## src/rtl/ifetch_unit.sv

```systemverilog
// Instruction fetch: PC, single-outstanding imem request FSM, 2-entry queue feeding decode.
// Optional FETCH_MISALIGN_CHK_EN: misaligned redirect target raises fetch_misaligned and halts fetch.
module ifetch_unit #(
  parameter logic [31:0] RESET_PC = 32'h0000_0000,
  parameter int unsigned QDEPTH   = 2
) (
  input  logic        clk,
  input  logic        reset,
  output logic        imem_req_valid,
  input  logic        imem_req_ready,
  output logic [31:0] imem_req_addr,
  input  logic        imem_rsp_valid,
  input  logic [31:0] imem_rsp_data,
  input  logic        redirect_valid,
  input  logic [31:0] redirect_pc,
  output logic        inst_valid,
  input  logic        inst_ready,
  output logic [31:0] inst,
  output logic [31:0] inst_pc,
  output logic [6:0]  opcode
`ifdef FETCH_MISALIGN_CHK_EN
  ,
  output logic        fetch_misaligned
`endif
);
  localparam logic [1:0] QFULL = 2'(QDEPTH);

  typedef enum logic [1:0] {IDLE, REQ, WAIT} state_t;

  state_t      state_q;
  logic [31:0] pc_q;
  logic [31:0] req_addr_q;
  logic        req_valid_q;
  logic        drop_q;
  logic        halt_q;
  logic [31:0] q_inst_q [2];
  logic [31:0] q_pc_q   [2];
  logic        wr_ptr_q;
  logic        rd_ptr_q;
  logic [1:0]  count_q;
  logic [1:0]  count_d;
  logic        push;
  logic        pop;
  logic        tgt_misaligned;
  logic [31:0] tgt_pc;

`ifdef FETCH_MISALIGN_CHK_EN
  assign tgt_pc           = redirect_pc;
  assign tgt_misaligned   = |redirect_pc[1:0];
  assign fetch_misaligned = halt_q;
`else
  logic unused_tgt_lsb;
  assign tgt_pc         = {redirect_pc[31:2], 2'b00};
  assign tgt_misaligned = 1'b0;
  assign unused_tgt_lsb = ^redirect_pc[1:0];
`endif

  assign imem_req_valid = req_valid_q;
  assign imem_req_addr  = req_addr_q;
  assign inst_valid     = (count_q != 2'd0);
  assign inst           = inst_valid ? q_inst_q[rd_ptr_q] : 32'h0;
  assign inst_pc        = inst_valid ? q_pc_q[rd_ptr_q] : 32'h0;
  assign opcode         = inst[6:0];

  // Responses are never stalled: space was reserved before issue. Stale or redirect-cycle data is dropped.
  assign push    = (state_q == WAIT) && imem_rsp_valid && !drop_q && !redirect_valid;
  assign pop     = inst_valid && inst_ready;
  assign count_d = count_q + {1'b0, push} - {1'b0, pop};

  always_ff @(posedge clk) begin
    if (push) begin
      q_inst_q[wr_ptr_q] <= imem_rsp_data;
      q_pc_q[wr_ptr_q]   <= req_addr_q;
    end
  end

  always_ff @(posedge clk) begin
    if (reset) begin
      state_q     <= IDLE;
      pc_q        <= RESET_PC;
      req_valid_q <= 1'b0;
      req_addr_q  <= RESET_PC;
      drop_q      <= 1'b0;
      halt_q      <= 1'b0;
      wr_ptr_q    <= 1'b0;
      rd_ptr_q    <= 1'b0;
      count_q     <= 2'd0;
    end else if (redirect_valid) begin
      wr_ptr_q    <= 1'b0;
      rd_ptr_q    <= 1'b0;
      count_q     <= 2'd0;
      pc_q        <= tgt_pc;
      req_valid_q <= 1'b0;
      halt_q      <= tgt_misaligned;
      // A request still owed a response must have that response swallowed before refetching.
      if ((state_q == WAIT && !imem_rsp_valid) || (req_valid_q && imem_req_ready)) begin
        drop_q  <= 1'b1;
        state_q <= WAIT;
      end else begin
        drop_q  <= 1'b0;
        state_q <= IDLE;
      end
    end else begin
      if (push) wr_ptr_q <= ~wr_ptr_q;
      if (pop)  rd_ptr_q <= ~rd_ptr_q;
      count_q <= count_d;
      case (state_q)
        IDLE: begin
          if (!halt_q && count_q < QFULL) begin
            state_q     <= REQ;
            req_valid_q <= 1'b1;
            req_addr_q  <= pc_q;
          end
        end
        REQ: begin
          if (imem_req_ready) begin
            state_q     <= WAIT;
            req_valid_q <= 1'b0;
            pc_q        <= pc_q + 32'd4;
          end
        end
        WAIT: begin
          if (imem_rsp_valid) begin
            drop_q <= 1'b0;
            if (!halt_q && count_d < QFULL) begin
              state_q     <= REQ;
              req_valid_q <= 1'b1;
              req_addr_q  <= pc_q;
            end else begin
              state_q <= IDLE;
            end
          end
        end
        default: state_q <= IDLE;
      endcase
    end
  end

endmodule
```

## config.mk

```make
export PLATFORM = sky130hd
export DESIGN_NAME = ifetch_unit
export DESIGN_NICKNAME = d
export VERILOG_FILES = /design/src/rtl/ifetch_unit.sv
export SDC_FILE = /design/constraint.sdc
export NUM_CORES = 1
export LEC_CHECK = 0
export CAP_MARGIN = 20
export CORE_UTILIZATION = 50
export DETAILED_ROUTE_END_ITERATION = 10
export GPL_TIMING_DRIVEN = 0
export HOLD_SLACK_MARGIN = 0.06
export PLACE_DENSITY_LB_ADDON = 0.25
export SYNTH_ARGS = -nofsm -noshare
export SYNTH_HDL_FRONTEND = slang
export SYNTH_SLANG_ARGS = --single-unit
```

## constraint.sdc

```tcl
create_clock -name clk -period 13.75 [get_ports clk]
set_clock_uncertainty 0.05 [all_clocks]
set_input_delay 2.0625 -clock clk [delete_from_list [all_inputs] [get_ports clk]]
set_output_delay 2.0625 -clock clk [all_outputs]
set_load 0.01 [all_outputs]
```

; ---- After elaboration in Yosys (flattened, before gate mapping)
; Memories as Yosys holds them, arrays and structs flattened. A register that Yosys moved wholly into a read port is not among the register bits.
; Index checks and enable logic that the tools add are counted.
[totals]
ram_bits = 128
n_memories = 2
ff_bits = 72
elab_cells = 84
[memory_table]
columns = memory, depth, width, read_ports, rd_clocked_by_memory_dff, wr, line_no
row1 = q_inst_q, 2, 32, 1, 1, 1, 36  ; logic [31:0] q_inst_q [2];
row2 = q_pc_q, 2, 32, 1, 1, 1, 37  ; logic [31:0] q_pc_q [2];
[op_classes]
n_mux = 31
bitwise_logic = 3
n_eq_ne = 9
addsub = 3
magnitude_cmp = 2
n_reduce_logical = 25
[op_table]
columns = op, count
row1 = $mux W32, 8
row2 = $pmux W32 S2, 1
row3 = $add A32 B3 Y32 const B, 1
row4 = $mux W1, 15
row5 = $reduce_bool A2 Y1, 6
row6 = $mux W2, 5
row7 = $reduce_and A5 Y1, 2
row8 = $ne A3 B3 Y1 const B, 3
row9 = $logic_and A1 B1 Y1, 6
row10 = $ne A2 B2 Y1 const B, 3
row11 = $pmux W2 S3, 1
row12 = $reduce_and A2 Y1, 3
row13 = $lt A2 B2 Y1 const B, 2
row14 = $logic_not A1 Y1, 3
row15 = $not A1 Y1, 3
row16 = $pmux W1 S3, 1
row17 = $reduce_and A3 Y1, 1
row18 = $reduce_bool A3 Y1, 1
row19 = $add A2 B1 Y2, 1
row20 = $eq A2 B1 Y1 const B, 1
row21 = $eq A2 B2 Y1 const B, 1
row22 = $logic_not A2 Y1, 1
row23 = $ne A2 B1 Y1 const B, 1
row24 = $reduce_or A2 Y1, 1
row25 = 2 further kinds, 2

; ---- Logic depth before layout (Yosys ltp)
[logic_depth]
ltp_word = 11
mapped_depth = 12

; ---- Worst setup path before layout
; Ideal clock, no wire load.
[synth_timing]
path_type = input to register
startpoint = input redirect_valid
endpoint = memory q_inst_q[0][0] (enable)
required_ns = 13.218
setup_ns = 0.482
slack_ns = 7.926
arrival_time_ns = 5.292
path_stages = 4
cell_sequence = clkbuf_1 -> or3_1 -> clkbuf_1 -> nor2_1
[synth_between]
elab_chain_cells = 4
[synth_lines]
columns = element, line_no
row1 = from (decl), 14  ; input logic redirect_valid,
row2 = $logic_not A1 Y1, 66  ; assign push = (state_q == WAIT) && imem_rsp_valid && !drop_q && !redirect_valid;
row3 = $logic_and A1 B1 Y1, 66
row4 = $mux W1, 71  ; if (push) begin
row5 = $mux W1 (implied by the code), 72  ; q_inst_q[wr_ptr_q] <= imem_rsp_data;
row6 = to (decl), 36
; No other way between the ends.

; ---- Final worst setup path
[layout_timing]
startpoint = input imem_rsp_valid
endpoint = register req_addr_q[8] (netlist: imem_req_addr[8])
[layout_between]
elab_chain_cells = 8
word_cells_on_any_way = 9
cone_classes = add/sub (2) / order compare (1) / eq/ne (2) / reduce/logical (4)
[layout_lines]
columns = element, line_no
row1 = from (decl), 12  ; input logic imem_rsp_valid,
row2 = $logic_and A1 B1 Y1 (3 in series), 66
row3 = $add A2 B1 Y2, 68  ; assign count_d = count_q + {1'b0, push} - {1'b0, pop};
row4 = $sub A2 B1 Y2, 68
row5 = $lt A2 B2 Y1, 125  ; if (!halt_q && count_d < QFULL) begin
row6 = $ne A2 B1 Y1 (no source line), -
row7 = $reduce_and A5 Y1 (no source line) *, -
row8 = to (signal assigned), 112  ; req_addr_q <= pc_q;
row9 = to (signal assigned), 128  ; req_addr_q <= pc_q;
row10 = to (decl), 32  ; logic [31:0] req_addr_q;
; Mark *: on every way between the ends. The rest lies on a longest branch, timed or not.
; A chain may end at the register's enable or synchronous reset.

==> impl_metrics.yaml <==
sta:
  setup_violations: 0
  fmax_mhz: 201.6
  tns_ns: 0
  period_share_pct: 36.07
  finalCriticalPeriod_ns: 4.959
  tightest_slew_ns: 0.9889
  slew_headroom_pct: 33.91
  drv_slew: 0
  rsz0062_at_grt: "false"
  hold_viol: 0
floorplanning:
  rows: 46
  core_area_um2: 15940
  fp.dieH_um: 129.8
  die_area_um2: 16850
  start_util_pct: 51.23
  dieWidth_um: 129.8
  ioPinCount: 175
worst_setup_path:
  max_stage_delay_ns: 0.62
  crit_chain: "clkdlybuf4s50_1 -> nand3b_1 -> or3_1 -> clkbuf_1 -> ha_1 -> inv_1 -> ha_1 -> xor2_1 -> o21ai_0 -> clkbuf_1 -> o21ai_0 -> a21oi_1"
  critPathMaxFanout: 10
  worstSetupPathType: "input pin to flop"
  slowest_stage: "o21ai_0"
  startpoint_type: "input pin"
  crit_buf_inv: 4
  end_kind: "flop"
  crit_required_ns: 14.06
  critical_path_arrival_ns: 5.27
  cpLargestDelayFamily: "buffers and inverters"
yosys:
  avgSynthCellArea_um2: 11.55
  yosysWarningCount: 0
  synth-edff-count: 124
  mappedNetlistArea_um2: 8168
  async_flop_share_pct: 0
  ys_ff_latch: 193
  synth-seq-area-share_pct: 62.50
  ys.flop_type: "edfxtp_1"
  synth_cell_types: 52
  syn_inst: 707
finish:
  nets: 969
  drive_above_1_share_pct: 7.041
  instances_no_fill: 1125
  syn_to_final_growth_pct: 31.37
  antenna_cells: 0
global_routing:
  grtUsageTotal_pct: 23.01
  grt_max_degree: 33
  overflow: 0
  antenna_found_initial: 0
  grt_pass1_wl_mm: 29.57
  grt_pass1_vias: 5879
placed_design:
  place_congestion: 0.8870
  port_buffers: 165
  dp_hpwl_mm: 13.69
  place_inst: 1093
detailed_routing:
  wl_per_cell_um: 17.02
  wirelength_mm: 19.15
  dr_total_vias: 6177
  drc: 0
  drt_pre_antenna_iters: 5
  drtIter0Drc: 391
  drtAntennaViolNets: 0
  routed_via_density: 5.491
power_and_ir_drop:
  powerDensity_nw_per_um2: 111.5
  leakage_nw: 3.486
  vdd_drop_max_uv: 93.22
cts:
  h-tree-depth: 4
  cts_hold_buf: 0
  cts_setup_buffers: 0
  clock_latency_ns: 0.43
  cts_max_path_buffers: 2
  clk_pin_slew_ns: 0.07
  post_cts_resize_count: 0
  cts_tree: "done"
  cts_sinks: 193
  numCtsBuffers: 17
  cts-root-buf: "clkbuf_16"
outcome:
  run_status: "finished clean"
min_path:
  min_path_type: "flop to flop"
job:
  maxCapViolations: 0
synthesized netlist by cell type (all sizes together), types with 5 or more instances:
cell     count  area, µm²
edfxtp     124       3724
nor2        99      371.6
dfxtp       69       1381
mux2i       62      620.6
o21ai       46      230.2
clkbuf      42      167.7
nand3       42      210.2
a21oi       37      185.2
nand2       23      86.33
buf         21      140.1
inv         15      56.30
a311oi      13      113.9
or3         12      78.82
nor3        11      55.05
a211oi       9      67.56
xnor2        9      78.83
nand4        8      56.30
or4          8      60.06
nor4         7      43.79
a2111oi      5      45.04
and4         5      45.04
worst reg2reg max path, stage by stage (launching register included):
cell and delay [ns]:
dfxtp_1 0.37, nor2_1 0.72, inv_1 0.12, and2_1 0.25
ha_1 0.29, inv_1 0.04, ha_1 0.18, xor2_1 0.20
o21ai_0 0.62, clkbuf_1 0.34, o21ai_0 0.15, a21oi_1 0.16
metal layers:
layer / part of all wire [%] / vias to the layer above / track usage [%] / routed length [µm]
li1: - / 2972 / - / -
met1: 43 / 2952 / 29.31 / 8197
met2: 49 / 230 / 38.72 / 9321
met3: 6.9 / 23 / 5.248 / 1313
met4: 1.7 / 0 / 7.934 / 317
met5: 0 / - / 0 / 0
final cells by class:
type	instances	area (µm²)
Buffer	63	307.8
Clock buffer	21	481.7
Clock inverter	11	92.59
Fill cell	1204	5213
Inverter	15	56.30
Multi-Input combinational cell	439	2725
Sequential cell	193	5105
Tap cell	216	270.3
Timing Repair Buffer	167	1692
power by group:
group	total [mW]	internal [mW]	switching [mW]
Clock	0.474	0.257	0.218
Combinational	0.0786	0.0408	0.0378
Sequential	0.643	0.628	0.0154
Total	1.20	0.925	0.271
layout by cell type, fill, tap and decap left out, types with 15 or more instances in the layout:
cell type and count:
nand3_1 42, clkbuf_1 42, inv_1 15, clkbuf_16 18
a21oi_1 37, mux2i_1 62, clkdlybuf4s50_1 165, dfxtp_1 69
nand2_1 23, nor2_1 97, o21ai_0 46, edfxtp_1 124
per-stage QoR:
step                setup slack [ns]  power, mW  area, µm²  utilization, %  hold WS (ns)
floorplan                      7.926     0.6874       8179               -        0.4131
global placement               6.076     0.7299      10100           63.36        0.4111
detailed placement             8.441     0.7336      10160           63.70        0.4244
CTS                            8.804      1.202      10730           67.31        0.4411
global route                   8.633      1.234      10730           67.31        0.4655
finish                         8.791      1.196      10730           67.31        0.4384
state kept, by name (all words and copies together), names as in the netlist, named ones only:
name / flops
rd_ptr_q: 1
state_q: 2
imem_req_valid: 1
wr_ptr_q: 1
pc_q: 30
imem_req_addr: 30
q_inst_q: 64
drop_q: 1
count_q: 2
q_pc_q: 60
logic make-up after synthesis:
family / share of synthesized area, %
and+or+nand+nor: 14.46
DFF: 62.50
AOI/OAI and AO/OA: 9.161
buffers and inverters: 4.458
muxes: 7.736
xor gates and xnor gates: 1.180
adders and majority gates: 0.4596
other: 0.04591
final timing paths:
kind / slack [ns] / start / depth (start not counted) / end
max: 8.79 / imem_rsp_valid / 12 / imem_req_addr[8]$_SDFFE_PP0P_
min: 0.44 / imem_req_addr[27]$_SDFFE_PP0P_ / 0 / q_pc_q[0][27]$_DFFE_PP_
max reg2reg: 10.18 / count_q[1]$_SDFF_PP0_ / 11 / imem_req_addr[8]$_SDFFE_PP0P_
min reg2reg: 0.44 / imem_req_addr[27]$_SDFFE_PP0P_ / 0 / q_pc_q[0][27]$_DFFE_PP_
No activity file was read; power rests on OpenSTA's default activity.
